$ cat config.mk
export PLATFORM = sky130hd
export DESIGN_NAME = data_cache
export DESIGN_NICKNAME = d
export VERILOG_FILES = /design/src/rtl/data_cache.sv
export SDC_FILE = /design/constraint.sdc
export NUM_CORES = 1
export LEC_CHECK = 0
export ABC_CLOCK_PERIOD_IN_PS = 14100
export BUFFER_PORTS_ARGS = -buffer_cell sky130_fd_sc_hd__buf_4
export CAP_MARGIN = 10
export CORE_AREA = 3 3 387 236
export DETAILED_ROUTE_END_ITERATION = 10
export DIE_AREA = 0 0 390 239
export GPL_ROUTABILITY_DRIVEN = 0
export PLACE_DENSITY_LB_ADDON = 0.12
export REMOVE_ABC_BUFFERS = 1
export SYNTH_ARGS = -nofsm -noshare
export SYNTH_HDL_FRONTEND = slang
export SYNTH_SLANG_ARGS = --single-unit
$ cat constraint.sdc
create_clock -name clk -period 14.1 [get_ports clk]
set_input_delay 1.41 -clock clk [delete_from_list [all_inputs] [get_ports clk]]
set_output_delay 1.41 -clock clk [all_outputs]
set_load 0.05 [all_outputs]
$ cat src/rtl/data_cache.sv
// -----------------------------------------------------------------------------
// data_cache
//   Direct-mapped, write-through, no-write-allocate data cache for the memory
//   stage. Each of the 2**INDEX_BITS lines holds one 32-bit word plus a tag and
//   a valid bit. Load hits return data combinationally. Load misses fill the
//   line from backing memory. Every store is written through to memory, and a
//   store that hits also updates the cached word. While a fill or write-through
//   is outstanding, StallM freezes the pipeline.
//
// Ports
//   clk, rst          clock, synchronous active-high reset
//   ReqM              memory-stage access valid this cycle
//   MemWriteM         1 = store, 0 = load
//   LdSrcM / StSrcM   1 = byte access, 0 = word access
//   ALUResultM        byte address
//   WriteDataM        store data (a byte store uses [7:0])
//   ReadDataM         load result (a byte load is zero-extended)
//   StallM            hold the pipeline up to and including EX/MEM
//   mem_req/mem_we/mem_addr/mem_wdata/mem_wstrb
//                     registered word request to backing memory
//   mem_rdata/mem_ack one-cycle completion pulse with read data
// -----------------------------------------------------------------------------
module data_cache #(
  parameter int INDEX_BITS = 4,
  parameter int ADDR_WIDTH = 32
) (
  input  logic                  clk,
  input  logic                  rst,
  input  logic                  ReqM,
  input  logic                  MemWriteM,
  input  logic                  LdSrcM,
  input  logic                  StSrcM,
  input  logic [ADDR_WIDTH-1:0] ALUResultM,
  input  logic [31:0]           WriteDataM,
  output logic [31:0]           ReadDataM,
  output logic                  StallM,
  output logic                  mem_req,
  output logic                  mem_we,
  output logic [ADDR_WIDTH-1:0] mem_addr,
  output logic [31:0]           mem_wdata,
  output logic [3:0]            mem_wstrb,
  input  logic [31:0]           mem_rdata,
  input  logic                  mem_ack
);

  localparam int LINES = 1 << INDEX_BITS;
  localparam int TAG_W = ADDR_WIDTH - INDEX_BITS - 2;

  typedef enum logic [1:0] {IDLE, FILL, WRITE} state_t;

  state_t                r_state;
  state_t                w_next_state;

  logic [LINES-1:0]      r_valid;
  logic [TAG_W-1:0]      r_tag  [LINES];
  logic [31:0]           r_data [LINES];

  logic                  r_mem_req;
  logic                  r_mem_we;
  logic [ADDR_WIDTH-1:0] r_mem_addr;
  logic [31:0]           r_mem_wdata;
  logic [3:0]            r_mem_wstrb;

  logic [INDEX_BITS-1:0] w_idx;
  logic [INDEX_BITS-1:0] w_txn_idx;
  logic [TAG_W-1:0]      w_tag;
  logic [TAG_W-1:0]      w_txn_tag;
  logic [31:0]           w_line;
  logic [31:0]           w_load_data;
  logic [31:0]           w_merged;
  logic                  w_hit;
  logic                  w_txn_hit;
  logic                  w_issue;
  logic                  w_fill_done;
  logic                  w_write_done;

  // Lookup for the access currently presented by the pipeline.
  assign w_idx  = ALUResultM[INDEX_BITS+1:2];
  assign w_tag  = ALUResultM[ADDR_WIDTH-1:INDEX_BITS+2];
  assign w_line = r_data[w_idx];
  assign w_hit  = r_valid[w_idx] && (r_tag[w_idx] == w_tag);

  // Completions are keyed off the latched request address, so they do not
  // depend on the pipeline still presenting the same access.
  assign w_txn_idx = r_mem_addr[INDEX_BITS+1:2];
  assign w_txn_tag = r_mem_addr[ADDR_WIDTH-1:INDEX_BITS+2];
  assign w_txn_hit = r_valid[w_txn_idx] && (r_tag[w_txn_idx] == w_txn_tag);

  assign w_issue      = !rst && (r_state == IDLE) && ReqM && (MemWriteM || !w_hit);
  assign w_fill_done  = !rst && (r_state == FILL) && mem_ack;
  assign w_write_done = !rst && (r_state == WRITE) && mem_ack;

  // Little-endian byte select for byte loads.
  always_comb begin
    // NOTE: assigning a default first keeps every path assigned, so no latch is inferred.
    w_load_data = w_line;
    if (LdSrcM) begin
      case (ALUResultM[1:0])
        2'd0:    w_load_data = {24'b0, w_line[7:0]};
        2'd1:    w_load_data = {24'b0, w_line[15:8]};
        2'd2:    w_load_data = {24'b0, w_line[23:16]};
        default: w_load_data = {24'b0, w_line[31:24]};
      endcase
    end
  end

  // Store hit: the strobed lanes of the outgoing write replace the cached word.
  // The write data is already lane-aligned (byte stores are replicated).
  always_comb begin
    w_merged = r_data[w_txn_idx];
    for (int b = 0; b < 4; b++) begin
      if (r_mem_wstrb[b]) w_merged[8*b +: 8] = r_mem_wdata[8*b +: 8];
    end
  end

  // Next-state and pipeline-facing outputs.
  always_comb begin
    w_next_state = r_state;
    StallM       = 1'b0;
    ReadDataM    = 32'b0;
    if (!rst) begin
      case (r_state)
        IDLE: begin
          if (ReqM) begin
            if (MemWriteM) begin
              StallM       = 1'b1;
              w_next_state = WRITE;
            end else if (w_hit) begin
              ReadDataM = w_load_data;
            end else begin
              StallM       = 1'b1;
              w_next_state = FILL;
            end
          end
        end
        FILL: begin
          // The replayed load hits in the cycle after the fill.
          StallM = 1'b1;
          if (mem_ack) w_next_state = IDLE;
        end
        WRITE: begin
          // The pipeline advances on the ack cycle, so the store is not reissued.
          StallM = !mem_ack;
          if (mem_ack) w_next_state = IDLE;
        end
        default: w_next_state = IDLE;
      endcase
    end
  end

  always_ff @(posedge clk) begin
    // NOTE: sequential state uses non-blocking assignments so every register samples pre-edge values.
    if (rst) r_state <= IDLE;
    else     r_state <= w_next_state;
  end

  // Valid bits and the memory request registers.
  always_ff @(posedge clk) begin
    if (rst) begin
      r_valid     <= '0;
      r_mem_req   <= 1'b0;
      r_mem_we    <= 1'b0;
      r_mem_wstrb <= 4'b0;
    end else if (w_issue) begin
      r_mem_req  <= 1'b1;
      r_mem_we   <= MemWriteM;
      r_mem_addr <= {ALUResultM[ADDR_WIDTH-1:2], 2'b00};
      if (!MemWriteM) begin
        r_mem_wstrb <= 4'b0000;
      end else if (StSrcM) begin
        r_mem_wstrb <= 4'b0001 << ALUResultM[1:0];
        r_mem_wdata <= {4{WriteDataM[7:0]}};
      end else begin
        r_mem_wstrb <= 4'b1111;
        r_mem_wdata <= WriteDataM;
      end
    end else if (w_fill_done || w_write_done) begin
      r_mem_req   <= 1'b0;
      r_mem_we    <= 1'b0;
      r_mem_wstrb <= 4'b0;
      if (w_fill_done) r_valid[w_txn_idx] <= 1'b1;
    end
  end

  // Tag and data arrays.
  // NOTE: the arrays have no reset; a cleared valid bit makes their contents don't-care.
  always_ff @(posedge clk) begin
    if (w_fill_done) begin
      r_tag[w_txn_idx]  <= w_txn_tag;
      r_data[w_txn_idx] <= mem_rdata;
    end else if (w_write_done && w_txn_hit) begin
      r_data[w_txn_idx] <= w_merged;
    end
  end

  assign mem_req   = r_mem_req;
  assign mem_we    = r_mem_we;
  assign mem_addr  = r_mem_addr;
  assign mem_wdata = r_mem_wdata;
  assign mem_wstrb = r_mem_wstrb;

endmodule

# Yosys cells after proc, flatten, opt, wreduce, memory -nomap -nowiden
# Memory sizes are Yosys's and may differ from the RTL's. A register that Yosys moved wholly into a read port is not among the register bits.
# Cells that the tools add are included.
# totals
out_inout_bits	103
in_bits	103
regBits	86
n_memories	2
ram_bits	928
word_cells	106
# classes
n_lt_le_gt_ge	3
n_bitwise	7
n_shift	1
n_mux	45
eq_ne	13
reduce_logical	28
# mem_list
name	words	word_bits	rd	rd_ports_with_merged_regs	write_ports	line_no	rtl
r_data	16	32	1	0	1	56	logic [31:0] r_data [LINES];
r_tag	16	26	2	1	1	55	logic [TAG_W-1:0] r_tag [LINES];
# op_table
cell	n
two-way mux 32 bit	7
two-way mux 8 bit	8
== test 26 bit	2
case mux 8 bit (3 select lines)	1
two-way mux 4 bit	5
bitwise OR 16 bit	1
two-way mux 1 bit	15
logical AND 1 bit	11
< comparator 4 x 5 -> 1 bit (second input constant)	2
AND reduction 2 bit	5
AND reduction 3 bit	3
binary-select mux 1 bit (select 4 bit)	2
two-way mux 2 bit	4
demux 1 bit (select 4 bit)	1
== test 2 x 1 -> 1 bit (second input constant)	2
== test 2 bit (second input constant)	2
>= comparator 4 x 1 -> 1 bit (second input constant)	1
logical NOT 2 bit	2
!= test 1 bit (second input constant)	4
bitwise OR 1 bit	4
case mux 2 bit (2 select lines)	1
left shift 1 x 2 -> 4 bit (first input constant)	1
logical NOT 1 bit	3
!= test 3 bit (second input constant)	1
7 further kinds	9

# Longest topological paths before layout
# logic_depth
ltp_word	9
ltp_mapped	16
ltp_nobuf	9

# Least setup slack after synthesis
# No wires, ideal clock.
# synth_path
path_kind	in2out
from	input ALUResultM[3]
to	output ReadDataM[5]
path_stages	11
arrival_ps	5251
path_buffers	3
slack_ps	7439
required_time_ps	12690
cell_sequence	buf_4 -> buf_2 -> mux4_2 -> mux2i_1 -> xor2_1 -> nand4_1 -> a221o_1 -> or2_0 -> or4_1 -> buf_4 -> a221oi_1
# synth_between
elab_chain_cells	8
word_cells_on_any_way	13
cone_classes	1 x eq/ne; 9 x mux; 1 x reduce/logical; 2 x memory
# synth_lines
element	line_no	rtl
start: declaration	33	input logic [ADDR_WIDTH-1:0] ALUResultM,
memory (16 x 26 bit) (tied with other cells)	-	
== test 26 bit (tied with other cells)	81	assign w_hit = r_valid[w_idx] && (r_tag[w_idx] == w_tag);
logical AND 1 bit or two-way mux 32 bit (tied branches)	81, 97	
two-way mux 32 bit (*)	128	end else if (w_hit) begin
two-way mux 32 bit (*)	125	if (MemWriteM) begin
two-way mux 32 bit (*)	124	if (ReqM) begin
two-way mux 32 bit (*)	122	case (r_state)
two-way mux 32 bit (*)	121	if (!rst) begin
end: declaration	35	output logic [31:0] ReadDataM,
# Mark *: on every way between the ends. The rest lies on a longest branch, timed or not. The select of a mux whose other input is x is not followed.

# Worst setup path in the final report
# layout_path
from	input ALUResultM[2]
to	output ReadDataM[27]
# layout_between
elab_chain_cells	8
word_cells_on_any_way	12
cone_classes	1 x eq/ne; 8 x mux; 1 x reduce/logical; 2 x memory
# layout_lines
element	line_no
memory (16 x 26 bit) or binary-select mux 1 bit (select 4 bit) (tied branches)	-
== test 26 bit or two-way mux 1 bit (tied branches)	81
logical AND 1 bit	81
two-way mux 32 bit (*)	128
two-way mux 32 bit (*)	125
two-way mux 32 bit (*)	124
two-way mux 32 bit (*)	122
two-way mux 32 bit (*)	121
# Marks and branches as above.

==> results.yml <==
run_status:
  status: "finished clean"
cts:
  clk_pin_slew_worst_paths_ns: 0.06
  clock_latency_ns: 0.69
  htreeDepth: 3
  root_buffer: "clkbuf_16"
  post_cts_resize_count: 0
  postCtsSetupBuffers: 0
  clock_sinks: 1018
  clock_tree.buffer_depth: 3
  numCtsBuffers: 94
  cts_tree: "yes"
  cts_hold_buffers: 0
grt:
  antenna_found_initial: 3
  grt_pass1_vias: 23400
  grt_max_degree: 100
  track_usage_pct: 26.2
  grt_pass1_wl_um: 172000
  grt_overflow_total: 0
sta:
  finClkSkew_ns: 0.0206
  fmax_mhz: 119
  hold_viol: 0
  tns_ns: 0
  period_share_pct: 59.8
  worstMarginPinSlew_ns: 1.17
  rsz0062_at_grt: "false"
  min_period_ns: 8.43
  worst_hold_slack_ns: 0.477
  setup_ws_ns: 5.67
  final-setup-viol-count: 0
  relSlewSlack_pct: 21.9
  slew_violations: 0
drt:
  detail-route-antenna-nets: 0
  wl_per_cell_um: 33.4
  dr.first_iter.drc_count: 3010
  remaining_drc_errors: 0
  post_drt_via_cell_ratio: 6.58
  wirelength_um: 121000
  drt_pass1_iterations: 6
  via_count: 23800
worst_setup_path:
  worstSetupStartpoint: "ALUResultM[2]"
  r2r_setup_slack_ns: 6.74
  crit_family: "simple AND/OR/NAND/NOR gates"
  ff2ff_path_depth: 11
  critical_path_class: "in -> out"
  path_buf_inv: 3
  critPathSlowestCell: "nor2b_1"
  crit_fanout: 58
  critPathLaunchType: "input port"
  path_cells: "buf_8 -> buf_4 -> nor2b_1 -> a22oi_1 -> and3b_1 -> o21ai_0 -> nand3_1 -> or4_1 -> or4_1 -> nor2_8 -> and2_1 -> buf_4"
  endpoint_kind: "output pin"
  r2r_end: "r_data[3][23]"
  crit_required_ns: 12.69
  slowest_delay_ns: 0.99
  arrival_ns: 7.02
die:
  die_h_um: 239
  coreArea_um2: 87700
  pin_count: 206
  rows: 84
  initial_core_util_pct: 50.1
  die_w_um: 390
  die_area_um2: 93200
yosys:
  syn_inst: 2184
  synth-seq-cells: 1018
  syn_area_um2: 43900
  async_flop_share_pct: 0
  synth.largest_area_cell: "edfxtp_1"
  ys.warnings.count: 0
  synth_area_per_cell_um2: 20.1
  synth_cell_type_count: 65
  synth.top_cell.area_share_pct: 67.7
  synth_area_leaders: "edfxtp_1 (68%), mux4_2 (19%), mux2i_1 (2.5%), dfxtp_1 (1.3%), mux2_2 (1.3%)"
  seq_area_frac_synth_pct: 69.0
  synth-edff-count: 990
  yosys_most_used_dff: "edfxtp_1"
power:
  p_leak_nw: 16.0
  powerDensity_nw_per_um2: 129
  ir_drop_mv: 0.0946
placed_design:
  post-place-ws_ns: 5.75
  port_buffers: 203
  dp_cells: 3448
  dp_hpwl_um: 77000
  dpl_cell_area_um2: 46600
worst_hold_path:
  hp-class: "reg -> reg"
  hp-start: "mem_req"
  hold_depth: 1
  min_to: "mem_req"
finish:
  seqCellArea_um2: 30300
  num-fill-cells: 6535
  antenna_cells: 0
  final_cells: 3624
  nets: 2490
  drive_gt1_share_pct: 33.4
  fin_area_um2: 49600
  multi_input_area_um2: 12900
  area_growth_pct: 13.0
run:
  maxCapViolCount: 0
area by class of cell:
| type | instances | area share [%] |
|---|---|---|
| tap | 1161 | 2.93 |
| multi-input combinational | 978 | 25.9 |
| clock inverter | 58 | 0.840 |
| inverter | 50 | 0.381 |
| sequential | 1018 | 61.1 |
| timing repair buffer | 241 | 3.71 |
| clock buffer | 118 | 5.14 |
through the flow:
stage | utilization (%) | power (mW)
after floorplan | - | 3.72
after detailed placement | 53.2 | 3.94
after CTS | 56.6 | 6.41
after global placement | 53.2 | 3.94
final | 56.6 | 6.37
after global routing | 56.6 | 6.57
worst max path at each step:
stage | depth (start not counted) | endpoint
3_3_place_gp | 11 | ReadDataM[12]
6_report | 12 | ReadDataM[27]
4_1_cts | 11 | ReadDataM[12]
3_5_place_dp | 11 | ReadDataM[12]
2_1_floorplan | 8 | r_data[11][24]
5_1_grt | 11 | ReadDataM[10]
worst register-to-register path, delay by kind of cell, from the launching register on:
kind,cells,cell delay [ns]
simple gates,5,3.24
buf+inv,2,1.70
mux,3,0.95
flops,1,0.64
xor+xnor,1,0.45
cells in the mapped netlist (32+ instances only):
cell type  count
xnor2_1       38
clkbuf_1      51
mux2i_1      108
and2_1        32
mux4_2       367
o22ai_1       35
nand2_1       39
mux2_2        49
edfxtp_1     990
inv_1         49
buf_2         50
nor2_1        91
routing by layer:
| layer | share of wire (%) | global-route usage, % | up-vias |
|---|---|---|---|
| met5 | 0 | 0 | - |
| met4 | 1.9 | 5.44 | 0 |
| met3 | 11 | 7.97 | 150 |
| met2 | 43 | 36.3 | 1325 |
| met1 | 44 | 41.1 | 12800 |
| li1 | - | - | 9542 |
where the power goes:
group	internal, mW	switching (mW)
clock	1.37	1.12
sequential	3.33	0.0396
combinational	0.212	0.300
total	4.92	1.46
cell usage in the layout, fill, tap and decap left out, types with 7 or more instances in the layout:
| cell type | Yosys | layout |
|---|---|---|
| a21oi_1 | 10 | 10 |
| inv_1 | 49 | 48 |
| a221oi_1 | 7 | 7 |
| nor2_1 | 91 | 74 |
| buf_4 | 15 | 237 |
| mux4_2 | 367 | 367 |
| clkbuf_16 | 0 | 98 |
| o22ai_1 | 35 | 35 |
| nand4_1 | 8 | 8 |
| mux2i_1 | 108 | 108 |
| a22o_1 | 7 | 7 |
| a22oi_1 | 19 | 19 |
| o21ai_0 | 31 | 31 |
| xnor2_1 | 38 | 38 |
| clkinv_1 | 1 | 27 |
| nand2_1 | 39 | 39 |
| mux2_2 | 49 | 49 |
| and2_1 | 32 | 32 |
| nand3_1 | 13 | 13 |
| a211oi_1 | 9 | 9 |
| nor3_1 | 9 | 8 |
| edfxtp_1 | 990 | 990 |
| dfxtp_1 | 28 | 24 |
| nor2b_1 | 11 | 11 |
| clkbuf_1 | 51 | 18 |
| xor2_1 | 14 | 14 |
| nor2_4 | 0 | 17 |
| clkinv_2 | 0 | 20 |
sequential cells by signal, indices dropped and copies added, names as in the netlist, named ones only:
register	count
mem_addr	30
mem_req	1
mem_wdata	32
mem_we	1
mem_wstrb	4
r_data	512
r_state	2
r_tag	416
r_valid	16
cells by family (layout without fill, tap and decap cells):
logic type | Yosys count | after routing | share of synthesized area (%)
mux | 524 | 524 | 22.6
fa+ha+maj | 4 | 4 | 0.114
other cells | 1 | 2 | 0.00854
xor+xnor | 52 | 52 | 1.04
buf+inv | 189 | 467 | 2.02
flops | 1018 | 1018 | 69.0
compound gates | 150 | 150 | 2.39
simple gates | 246 | 246 | 2.87
Power figures use the tool's default switching activity.
